$ cat src/rtl/instr_encoder_pkg.sv
// Shared definitions for the instruction encoder: class codes, opcode constants
// and FSM state encoding.
package instr_encoder_pkg;

    typedef enum logic [2:0] {
        ClsRtype = 3'd0,
        ClsAddi  = 3'd1,
        ClsSlti  = 3'd2,
        ClsLw    = 3'd3,
        ClsSw    = 3'd4,
        ClsBeq   = 3'd5
    } cls_e;

    localparam logic [5:0] OpRtype = 6'b000000;
    localparam logic [5:0] OpAddi  = 6'b001000;
    localparam logic [5:0] OpSlti  = 6'b001010;
    localparam logic [5:0] OpLw    = 6'b100011;
    localparam logic [5:0] OpSw    = 6'b101011;
    localparam logic [5:0] OpBeq   = 6'b000100;

    typedef enum logic [1:0] {
        StIdle   = 2'd0,
        StAccept = 2'd1,
        StWrite  = 2'd2
    } state_e;

endpackage

$ cat src/rtl/instr_encoder_pack.sv
// Combinational field assembly: class plus fields to a 32-bit instruction word,
// with a flag for the reserved class codes.
module instr_pack
    import instr_encoder_pkg::*;
(
    input  logic [2:0]  cls,
    input  logic [4:0]  rs,
    input  logic [4:0]  rt,
    input  logic [4:0]  rd,
    input  logic [5:0]  funct,
    input  logic [15:0] imm,
    output logic [31:0] word,
    output logic        illegal
);

    always_comb begin
        word    = '0;
        illegal = 1'b0;
        case (cls)
            ClsRtype: word = {OpRtype, rs, rt, rd, 5'b00000, funct};
            ClsAddi:  word = {OpAddi, rs, rt, imm};
            ClsSlti:  word = {OpSlti, rs, rt, imm};
            ClsLw:    word = {OpLw, rs, rt, imm};
            ClsSw:    word = {OpSw, rs, rt, imm};
            ClsBeq:   word = {OpBeq, rs, rt, imm};
            default:  illegal = 1'b1;
        endcase
    end

endmodule

$ cat src/rtl/instr_encoder.sv
// Encodes instruction fields and writes them to sequential instruction-memory
// words. Optional illegal-class counter enabled by INSTR_ENCODER_ERRCNT_EN.
module instr_encoder
    import instr_encoder_pkg::*;
#(
    parameter int unsigned DEPTH  = 64,
    parameter int unsigned ADDR_W = 6
) (
    input  logic              clk_i,
    input  logic              rst_i,
    input  logic              start_i,
    input  logic              valid_i,
    output logic              ready_o,
    input  logic [2:0]        cls_i,
    input  logic [4:0]        rs_i,
    input  logic [4:0]        rt_i,
    input  logic [4:0]        rd_i,
    input  logic [5:0]        funct_i,
    input  logic [15:0]       imm_i,
    output logic              we_o,
    output logic [ADDR_W-1:0] addr_o,
    output logic [31:0]       data_o,
    output logic              full_o,
    output logic              err_o
`ifdef INSTR_ENCODER_ERRCNT_EN
    ,
    output logic [7:0]        err_cnt_o
`endif
);

    localparam logic [ADDR_W-1:0] LastAddr = ADDR_W'(DEPTH - 1);

    state_e            state;
    logic [ADDR_W-1:0] cnt;
    logic [31:0]       word;
    logic              illegal;
    logic              accept;

    instr_pack u_pack (
        .cls     (cls_i),
        .rs      (rs_i),
        .rt      (rt_i),
        .rd      (rd_i),
        .funct   (funct_i),
        .imm     (imm_i),
        .word    (word),
        .illegal (illegal)
    );

    assign ready_o = (state == StAccept) && !full_o;
    assign accept  = valid_i && ready_o;

    always_ff @(posedge clk_i or negedge rst_i) begin
        if (!rst_i) begin
            state  <= StIdle;
            cnt    <= '0;
            we_o   <= 1'b0;
            addr_o <= '0;
            data_o <= '0;
            full_o <= 1'b0;
            err_o  <= 1'b0;
        end else if (start_i) begin
            // Start wins over any coincident field set, which is dropped.
            state  <= StAccept;
            cnt    <= '0;
            we_o   <= 1'b0;
            full_o <= 1'b0;
            err_o  <= 1'b0;
        end else begin
            case (state)
                StAccept: begin
                    if (accept) begin
                        if (illegal) begin
                            err_o <= 1'b1;
                        end else begin
                            state  <= StWrite;
                            we_o   <= 1'b1;
                            addr_o <= cnt;
                            data_o <= word;
                        end
                    end
                end
                StWrite: begin
                    state <= StAccept;
                    we_o  <= 1'b0;
                    // Counter parks on the last word; full_o blocks further input.
                    if (cnt == LastAddr) begin
                        full_o <= 1'b1;
                    end else begin
                        cnt <= cnt + 1'b1;
                    end
                end
                StIdle:  ;
                default: begin
                    state <= StIdle;
                    we_o  <= 1'b0;
                end
            endcase
        end
    end

`ifdef INSTR_ENCODER_ERRCNT_EN
    always_ff @(posedge clk_i or negedge rst_i) begin
        if (!rst_i) begin
            err_cnt_o <= 8'd0;
        end else if (start_i) begin
            err_cnt_o <= 8'd0;
        end else if (accept && illegal && (err_cnt_o != 8'hFF)) begin
            err_cnt_o <= err_cnt_o + 8'd1;
        end
    end
`endif

endmodule

$ cat config.mk
export PLATFORM = sky130hd
export DESIGN_NAME = instr_encoder
export DESIGN_NICKNAME = d
export VERILOG_FILES = /design/src/rtl/instr_encoder_pkg.sv /design/src/rtl/instr_encoder_pack.sv /design/src/rtl/instr_encoder.sv
export SDC_FILE = /design/constraint.sdc
export NUM_CORES = 1
export LEC_CHECK = 0
export BUFFER_PORTS_ARGS = -buffer_cell sky130_fd_sc_hd__buf_4
export CELL_PAD_IN_SITES_DETAIL_PLACEMENT = 1
export CELL_PAD_IN_SITES_GLOBAL_PLACEMENT = 2
export CORE_MARGIN = 1
export CORE_UTILIZATION = 30
export DETAILED_ROUTE_END_ITERATION = 7
export PLACE_DENSITY = 0.76
export SLEW_MARGIN = 20
export SYNTH_ARGS = -nofsm -noshare
export SYNTH_HDL_FRONTEND = slang
export SYNTH_SLANG_ARGS = --single-unit
export TNS_END_PERCENT = 30
$ cat constraint.sdc
create_clock -name clk_i -period 2.45 [get_ports clk_i]
set_input_delay 0.49 -clock clk_i [delete_from_list [all_inputs] [get_ports clk_i]]
set_output_delay 0.49 -clock clk_i [all_outputs]
set_load 0.05 [all_outputs]
==> impl_results.rst, run 1 <==
.. list-table::
   :header-rows: 1

   * - Metric
     - Value
   * - Share of async-settable or async-resettable flops after synthesis
     - 100%
   * - Power Total
     - ~2.6 mW
   * - Area of the die
     - 7470 um^2
   * - Final-report max-slew violation count
     - 0
   * - I/O pins
     - 86
   * - Fraction of post-synthesis cell area in the top cell type by area
     - 53.8%
   * - Shortest clock period the worst path allows after layout
     - about 1.9 ns
   * - Maximum root-to-sink buffer count
     - 2
   * - Most used standard cell by instance count after synthesis
     - sky130_fd_sc_hd__dfrtp_1
   * - Largest clock skew in the final design
     - 0.00274 ns
   * - Number of fillers in the final layout
     - 786
   * - Overall track demand over capacity in global routing
     - between 10% and 20%
   * - Initial cell density of the core
     - a little under a third
   * - Top metal layer carrying routed signals
     - met4
   * - First-pass GRT wire length
     - 8450 um
   * - Relative max-transition margin
     - 59.8%
   * - Overall die width
     - 86.4 um
   * - Core area
     - 6830 um^2
   * - Hold Path Class
     - input port to asynchronous set/reset pin
   * - Power density cells
     - approximately 900 nW/um^2
   * - Clock share of power
     - a little under a fifth
   * - Critical path fanouts, max
     - 35
   * - Post-Syn Nets
     - 206
   * - Antenna diodes
     - 0
   * - Setup TNS
     - 0 ns
   * - Setup CP Type
     - register to register
   * - Gate power share
     - 43.3%
   * - Routed metal-1 wirelength
     - 2060 um
   * - Int Pwr
     - ~1.5 mW
   * - Standby leakage power
     - around 1.4 nW
   * - Via/cell ratio
     - 4.63
   * - Quantity of I/O buffers inserted on ports
     - 84
   * - Sequential-to-total area share from yosys stat
     - 53.8%
   * - Most numerous cell types in the synthesized netlist
     - sky130_fd_sc_hd__dfrtp_1, sky130_fd_sc_hd__mux2_2, sky130_fd_sc_hd__nor2b_1
   * - Setup crit end kind
     - register
   * - CTS HTree Levels
     - 2
   * - Top_reg_cell synth
     - sky130_fd_sc_hd__dfrtp_1
   * - Number of flip-flops and latches in the synthesized netlist
     - 46
   * - Drt first pass iters
     - 4
   * - CTS-repair resized insts
     - 0
   * - Clock sink count
     - 46
   * - Detailed-route wire length
     - 4860 um
   * - FP Rows
     - 30
   * - Synth unique cells
     - 37
   * - Clock tree from TritonCTS
     - yes
   * - FMAX
     - 531 MHz
   * - Sequential share of power
     - 38.4%
   * - Total net switching power
     - 1.07 mW
   * - TritonCTS Buffers
     - 5
   * - Max-Cap Viols
     - 0
   * - Max VDD drop
     - 0.406 mV
   * - Largest cells by area after synthesis
     - sky130_fd_sc_hd__dfrtp_1, sky130_fd_sc_hd__mux2_2, sky130_fd_sc_hd__nor2b_1
   * - Stage delay of the slowest cell on the critical path
     - 0.43 ns
   * - Setup Fix Bufs, Post-CTS
     - 0
   * - Number of design rule violations left after detail routing
     - 0
   * - Routed via count
     - around 1600
   * - Detailed-routed wire length on met2
     - 2400 um
   * - Final cycle utilization of the critical path
     - about three quarters
   * - Syn Inst Count
     - 161
   * - Unrepaired setup endpoints after global routing
     - false
   * - Sum of net half-perimeters after detailed placement
     - around 3400 um
   * - Number of synthesized flops with an enable pin
     - 0
   * - Area delta synth->final
     - 37.0%
   * - Critical path launch point type
     - register
   * - Post-layout nets
     - 288
   * - Initial DRC count
     - between 50 and 60
   * - Worst hold margin
     - between 0.2 and 0.25 ns
   * - Critical Path Slowest Stage Cell
     - sky130_fd_sc_hd__dfrtp_1
   * - # hold bufs at CTS
     - 0
   * - Residual overflow from global routing
     - 0
   * - Average wire length per cell after detail routing
     - roughly 14 um
   * - Routed wire length on met3
     - 315 um
   * - Via count of the first global-routing pass
     - between 1500 and 2000
   * - Area of the mapped netlist
     - 2140 um^2
   * - CP arrival
     - a little over 2 ns
   * - Worst-margin pin slew
     - 0.602 ns
   * - Clock Root Buffer
     - sky130_fd_sc_hd__clkbuf_8
   * - Status
     - finished, final reports clean
   * - Share of final-layout standard cells stronger than drive strength 1
     - 57.0%
   * - Library cell occupying the most area in the post-synthesis netlist
     - sky130_fd_sc_hd__dfrtp_1
   * - Placer Congestion
     - 0.701
   * - CP required
     - between 2 and 3 ns
   * - Series of cell instances along the critical path
     - nand4bb_1 > nor3b_4 > buf_12 > mux2_2
   * - Mean post-synth cell area
     - between 10 and 15 um^2
   * - Vertical die dimension
     - ~86 um
   * - Post-route antenna net violation count
     - 0
   * - Final setup vio count
     - 0
   * - Clock latency of the later-clocked register in the worst-skew pair
     - 0.29 ns
   * - Largest net degree at the start of global routing
     - 47
   * - Switching portion of total power
     - ~41%
   * - Fin. Hold Viols
     - 0
   * - Synth warn
     - 0
   * - Antenna violations before repair
     - 0
   * - Clock transition at the registers of the reported paths
     - around 0.08 ns
-- flip-flops by register name (all words and copies together), names as in the netlist --
register  cells
full_o        1
data_o       30
we_o          1
err_o         1
state         1
cnt           6
addr_o        6
-- path summary, 6_finish.rpt --
kind                       startpoint          to  slack, ns  depth (start not counted)
min                             rst_i  data_o[17]       0.21                          1
max                              we_o  data_o[14]       0.57                          4
max reg2reg                      we_o  data_o[14]       0.57                          4
max in group asynchronous       rst_i  data_o[11]       1.84                          1
min in group clk_i            rs_i[1]  data_o[22]       0.43                          2
min reg2reg                data_o[23]  data_o[23]       0.51                          1
-- cell type report --
class | instances | area [um^2] | area share (%)
timing repair buffer | 86 | 658 | 22.5
clock buffer | 7 | 86.3 | 2.95
clock inverter | 1 | 5.00 | 0.171
sequential | 46 | 1150 | 39.3
multi-input combinational | 103 | 906 | 30.9
tap | 96 | 120 | 4.10
inverter | 1 | 3.75 | 0.128
-- power groups by stage --
stage | clock network, mW | logic, mW | registers, mW
2_1_floorplan | 0 | 0.245 | 1.53
3_3_place_gp | 0 | 1.13 | 1.01
3_5_place_dp | 0 | 1.14 | 1.01
4_1_cts | 0.499 | 1.14 | 1.00
5_1_grt | 0.532 | 1.18 | 1.02
6_report | 0.474 | 1.12 | 0.996
-- routing by layer --
metal	track usage, %	vias up
met5	0	-
met2	24.9	45
li1	-	743
met3	4.57	7
met1	17.5	778
met4	4.09	0
-- through the flow --
step / setup slack (ns) / utilization [%] / area [um^2] / instances
2_1_floorplan: 0.471 / - / 2140 / 161
3_3_place_gp: 0.538 / 41.6 / 2840 / 332
3_5_place_dp: 0.515 / 41.6 / 2840 / 332
4_1_cts: 0.554 / 42.9 / 2930 / 340
5_1_grt: 0.422 / 42.9 / 2930 / 340
6_report: 0.567 / 42.9 / 2930 / 340
-- critical path: cells and delay by family (launching register included) --
family                 cells  cell delay [ns]
and+or+nand+nor            2             0.70
DFF                        1             0.43
buffers and inverters      1             0.24
muxes                      1             0.37
-- cells by family after synthesis --
group / count (synthesis) / share of synthesized area, %
buffers and inverters: 12 / 3.80
adder cells (fa/ha/maj): 1 / 0.585
AND/OR/NAND/NOR: 38 / 12.1
flip-flops: 46 / 53.8
multiplexers: 46 / 24.2
XOR/XNOR: 1 / 0.410
AO/OA/AOI/OAI: 16 / 4.97
other: 1 / 0.175
-- cell usage in the layout (no fill, tap or decap), types with 2 or more instances in the layout --
cell                        n
sky130_fd_sc_hd__nor2b_1    8
sky130_fd_sc_hd__nor2_1     4
sky130_fd_sc_hd__o211ai_1   2
sky130_fd_sc_hd__mux2_2    44
sky130_fd_sc_hd__and4_1     3
sky130_fd_sc_hd__clkbuf_8   6
sky130_fd_sc_hd__dfrtp_1   46
sky130_fd_sc_hd__a21oi_1    5
sky130_fd_sc_hd__nand3_1    4
sky130_fd_sc_hd__buf_4     85
sky130_fd_sc_hd__a31oi_1    2
sky130_fd_sc_hd__nor3_1     3
sky130_fd_sc_hd__nand2_1    3
sky130_fd_sc_hd__nand2b_1   4
sky130_fd_sc_hd__o21ai_0    2
sky130_fd_sc_hd__and4b_1    2
No activity file was read; power rests on OpenSTA's default activity.
==> run 2: changes to the inputs <==
--- a/config.mk
+++ b/config.mk
@@ -9,9 +9,9 @@
 export CELL_PAD_IN_SITES_DETAIL_PLACEMENT = 1
 export CELL_PAD_IN_SITES_GLOBAL_PLACEMENT = 2
 export CORE_MARGIN = 1
-export CORE_UTILIZATION = 30
+export CORE_UTILIZATION = 27
 export DETAILED_ROUTE_END_ITERATION = 7
-export PLACE_DENSITY = 0.76
+export PLACE_DENSITY = 0.73
 export SLEW_MARGIN = 20
 export SYNTH_ARGS = -nofsm -noshare
 export SYNTH_HDL_FRONTEND = slang
==> constraint.sdc (replaced) <==
create_clock -name clk_i -period 1.7 [get_ports clk_i]
set_input_delay 0.34 -clock clk_i [delete_from_list [all_inputs] [get_ports clk_i]]
set_output_delay 0.34 -clock clk_i [all_outputs]
set_load 0.05 [all_outputs]
==> run 2 against run 1 <==
Setup slack got worse by 0.49 ns. Highest routed layer unchanged. Largest cell class unchanged. Non-clock buffer count rose by 12. Wire length rose by 5.4%. Sequential cell count did not move. Clock-buffer cell count fell by 2. Sequential share of layout area fell by 2.3 points. Final cell count rose by 5.3%. First-iteration DRC count rose by 80%.
==> impl_results.rst, run 2 (same netlist as run 1, synthesis figures left out) <==
.. list-table::
   :header-rows: 1

   * - Metric
     - Value
   * - Placer Congestion
     - 0.698 (was 0.701)
   * - Relative max-transition margin
     - 59.6% (was 59.8%)
   * - Critical path launch point type
     - register (unchanged)
   * - Residual overflow from global routing
     - 0 (unchanged)
   * - Number of design rule violations left after detail routing
     - 0 (unchanged)
   * - Clock Root Buffer
     - sky130_fd_sc_hd__clkbuf_8 (unchanged)
   * - CTS HTree Levels
     - 2 (unchanged)
   * - Maximum root-to-sink buffer count
     - 2 (unchanged)
   * - Stage delay of the slowest cell on the critical path
     - 0.41 ns (was 0.43 ns)
   * - Worst-margin pin slew
     - 0.606 ns (was 0.602 ns)
   * - Multi-input gate area in the final layout
     - 937 um^2 (was 906 um^2)
   * - Utilization of the core after routing
     - 40.6% (was 42.9%)
   * - Clock tree from TritonCTS
     - yes (unchanged)
   * - Share of final-layout standard cells stronger than drive strength 1
     - 61.3% (was 57.0%)
   * - Post-layout nets
     - 300 (was 288)
   * - Detailed-route wire length
     - 5120 um (was 4860 um)
   * - Number of fillers in the final layout
     - 840 (was 786)
   * - Initial cell density of the core
     - 27.8% (was 31.3%)
   * - Largest registers in the final layout
     - data_o x30, addr_o x6, cnt x6 (unchanged)
   * - Series of cell instances along the critical path
     - nand4bb_4 > nor3b_4 > buf_4 > buf_12 > mux2_2 (was nand4bb_1 > nor3b_4 > buf_12 > mux2_2)
   * - Core area
     - 7690 um^2 (was 6830 um^2)
   * - TritonCTS Buffers
     - 5 (unchanged)
   * - CP required
     - 1.89 ns (was 2.63 ns)
   * - Standby leakage power
     - 1.46 nW (was 1.38 nW)
   * - Clock transition at the registers of the reported paths
     - 0.09 ns (was 0.08 ns)
   * - Max VDD drop
     - 0.512 mV (was 0.406 mV)
   * - Antenna diodes
     - 0 (unchanged)
   * - I/O pins
     - 86 (unchanged)
   * - Area of the die
     - 8280 um^2 (was 7470 um^2)
   * - Largest clock skew in the final design
     - 0.00569 ns (was 0.00274 ns)
   * - Worst hold margin
     - 0.0371 ns (was 0.207 ns)
   * - Overall die width
     - 91.0 um (was 86.4 um)
   * - Setup crit end kind
     - register (unchanged)
   * - Vertical die dimension
     - 91.0 um (was 86.4 um)
   * - Final-report max-slew violation count
     - 0 (unchanged)
   * - Critical Path Slowest Stage Cell
     - sky130_fd_sc_hd__dfrtp_2 (was sky130_fd_sc_hd__dfrtp_1)
   * - Final setup vio count
     - 0 (unchanged)
   * - Register with the most flip-flops
     - data_o (unchanged)
   * - Most used cells in the layout excluding fill and tap cells
     - sky130_fd_sc_hd__buf_4, sky130_fd_sc_hd__mux2_2, sky130_fd_sc_hd__dfrtp_1 (was sky130_fd_sc_hd__buf_4, sky130_fd_sc_hd__dfrtp_1, sky130_fd_sc_hd__mux2_2)
   * - Overall track demand over capacity in global routing
     - 12.4% (was 14.5%)
   * - Critical path fanouts, max
     - 18 (was 35)
   * - Unrepaired setup endpoints after global routing
     - false (unchanged)
   * - Routed via count
     - 1678 (was 1573)
   * - Clock latency of the later-clocked register in the worst-skew pair
     - 0.29 ns (about the same)
   * - Sum of net half-perimeters after detailed placement
     - 3460 um (was 3440 um)
   * - CP arrival
     - 1.81 ns (was 2.06 ns)
   * - Power density cells
     - 1260 nW/um^2 (was 885 nW/um^2)
   * - Clock sink count
     - 46 (unchanged)
   * - Via count of the first global-routing pass
     - 1735 (was 1704)
   * - FP Rows
     - 32 (was 30)
   * - Most frequent standard cell in the layout excluding fill and tap cells
     - sky130_fd_sc_hd__buf_4 (unchanged)
   * - Setup CP Type
     - register to register (unchanged)
   * - Cell family contributing the most delay on the critical path
     - simple AND/OR/NAND/NOR gates (unchanged)
   * - Area delta synth->final
     - 45.9% (was 37.0%)
   * - Via/cell ratio
     - 4.69 (was 4.63)
   * - Fin. Hold Viols
     - 0 (unchanged)
   * - Hold Path Class
     - input port to asynchronous set/reset pin (unchanged)
   * - Shortest clock period the worst path allows after layout
     - 1.63 ns (was 1.88 ns)
   * - FF+latch area
     - 1150 um^2 (about the same)
   * - Status
     - finished, final reports clean (unchanged)
   * - Post-route antenna net violation count
     - 0 (unchanged)
   * - Initial DRC count
     - 99 (was 55)
   * - Drt first pass iters
     - 4 (unchanged)
   * - Largest net degree at the start of global routing
     - 47 (unchanged)
   * - First-pass GRT wire length
     - 8250 um (was 8450 um)
   * - Setup TNS
     - 0 ns (unchanged)
   * - Quantity of I/O buffers inserted on ports
     - 84 (unchanged)
   * - Final cycle utilization of the critical path
     - 95.6% (was 76.9%)
   * - Flip-flop count of the largest register, all copies and words added
     - 30 (unchanged)
   * - Power Total
     - 3.93 mW (was 2.59 mW)
   * - FMAX
     - 615 MHz (was 531 MHz)
   * - Max-Cap Viols
     - 0 (unchanged)
   * - Average wire length per cell after detail routing
     - 14.3 um (about the same)
   * - Antenna violations before repair
     - 0 (unchanged)
   * - Count of buffer and inverter cells on the critical path
     - 2 (was 1)
## run 2: where the power goes
| group | switching, mW | internal [mW] | total (mW) |
|---|---|---|---|
| logic | 1.08 | 0.592 | 1.67 |
| registers | 0.122 | 1.31 | 1.43 |
| clock network | 0.386 | 0.441 | 0.827 |
| total | 1.58 | 2.34 | 3.93 |
## run 2: repair_timing
item | in CTS | in global routing
buffers inserted | 0 | 1
setup endpoints to repair | 1 | 33
resized for setup | 2 | 3
gates cloned | 0 | 2
pin swaps | 0 | 2
hold buffers | 0 | 0
## run 2: worst register-to-register path: stages, from the launching register on
cell and delay (ns):
sky130_fd_sc_hd__dfrtp_2 0.41, sky130_fd_sc_hd__nand4bb_4 0.24, sky130_fd_sc_hd__nor3b_4 0.17, sky130_fd_sc_hd__buf_4 0.18, sky130_fd_sc_hd__buf_12 0.17, sky130_fd_sc_hd__mux2_2 0.36
## run 2: worst paths after layout
kind | start | to | slack [ns] | depth (start not counted)
max in group asynchronous | rst_i | full_o | 1.23 | 1
worst min register to register | data_o[25] | data_o[25] | 0.50 | 1
worst max-delay path | full_o | data_o[8] | 0.07 | 5
worst min-delay path | rst_i | data_o[29] | 0.04 | 1
worst max register to register | full_o | data_o[8] | 0.07 | 5
min in group clk_i | rs_i[4] | data_o[25] | 0.26 | 2
## run 2: metrics by stage
step                cell area, um^2  setup WS [ns]  std cells
floorplan                      2140         -0.196        161
global placement               2930         0.0764        347
detailed placement             2930         0.0437        347
CTS                            3050         0.0269        355
global route                   3120         0.0145        358
finish                         3120         0.0746        358
## run 2: layout make-up
cell class,count,area share (%)
Inverter,1,0.120
Sequential cell,46,37.0
Clock inverter,3,1.40
Tap cell,102,4.09
Timing Repair Buffer,98,25.2
Clock buffer,5,2.21
Multi-Input combinational cell,103,30.0
## run 2: layer usage
| layer | global-route usage [%] | part of all wire (%) | vias up | wire (um) |
|---|---|---|---|---|
| met3 | 4.61 | 7.5 | 4 | 383 |
| met1 | 14.9 | 42 | 846 | 2140 |
| li1 | - | - | 766 | - |
| met4 | 2.78 | 0.49 | 0 | 25 |
| met2 | 21.0 | 50 | 62 | 2580 |
| met5 | 0 | 0 | - | 0 |
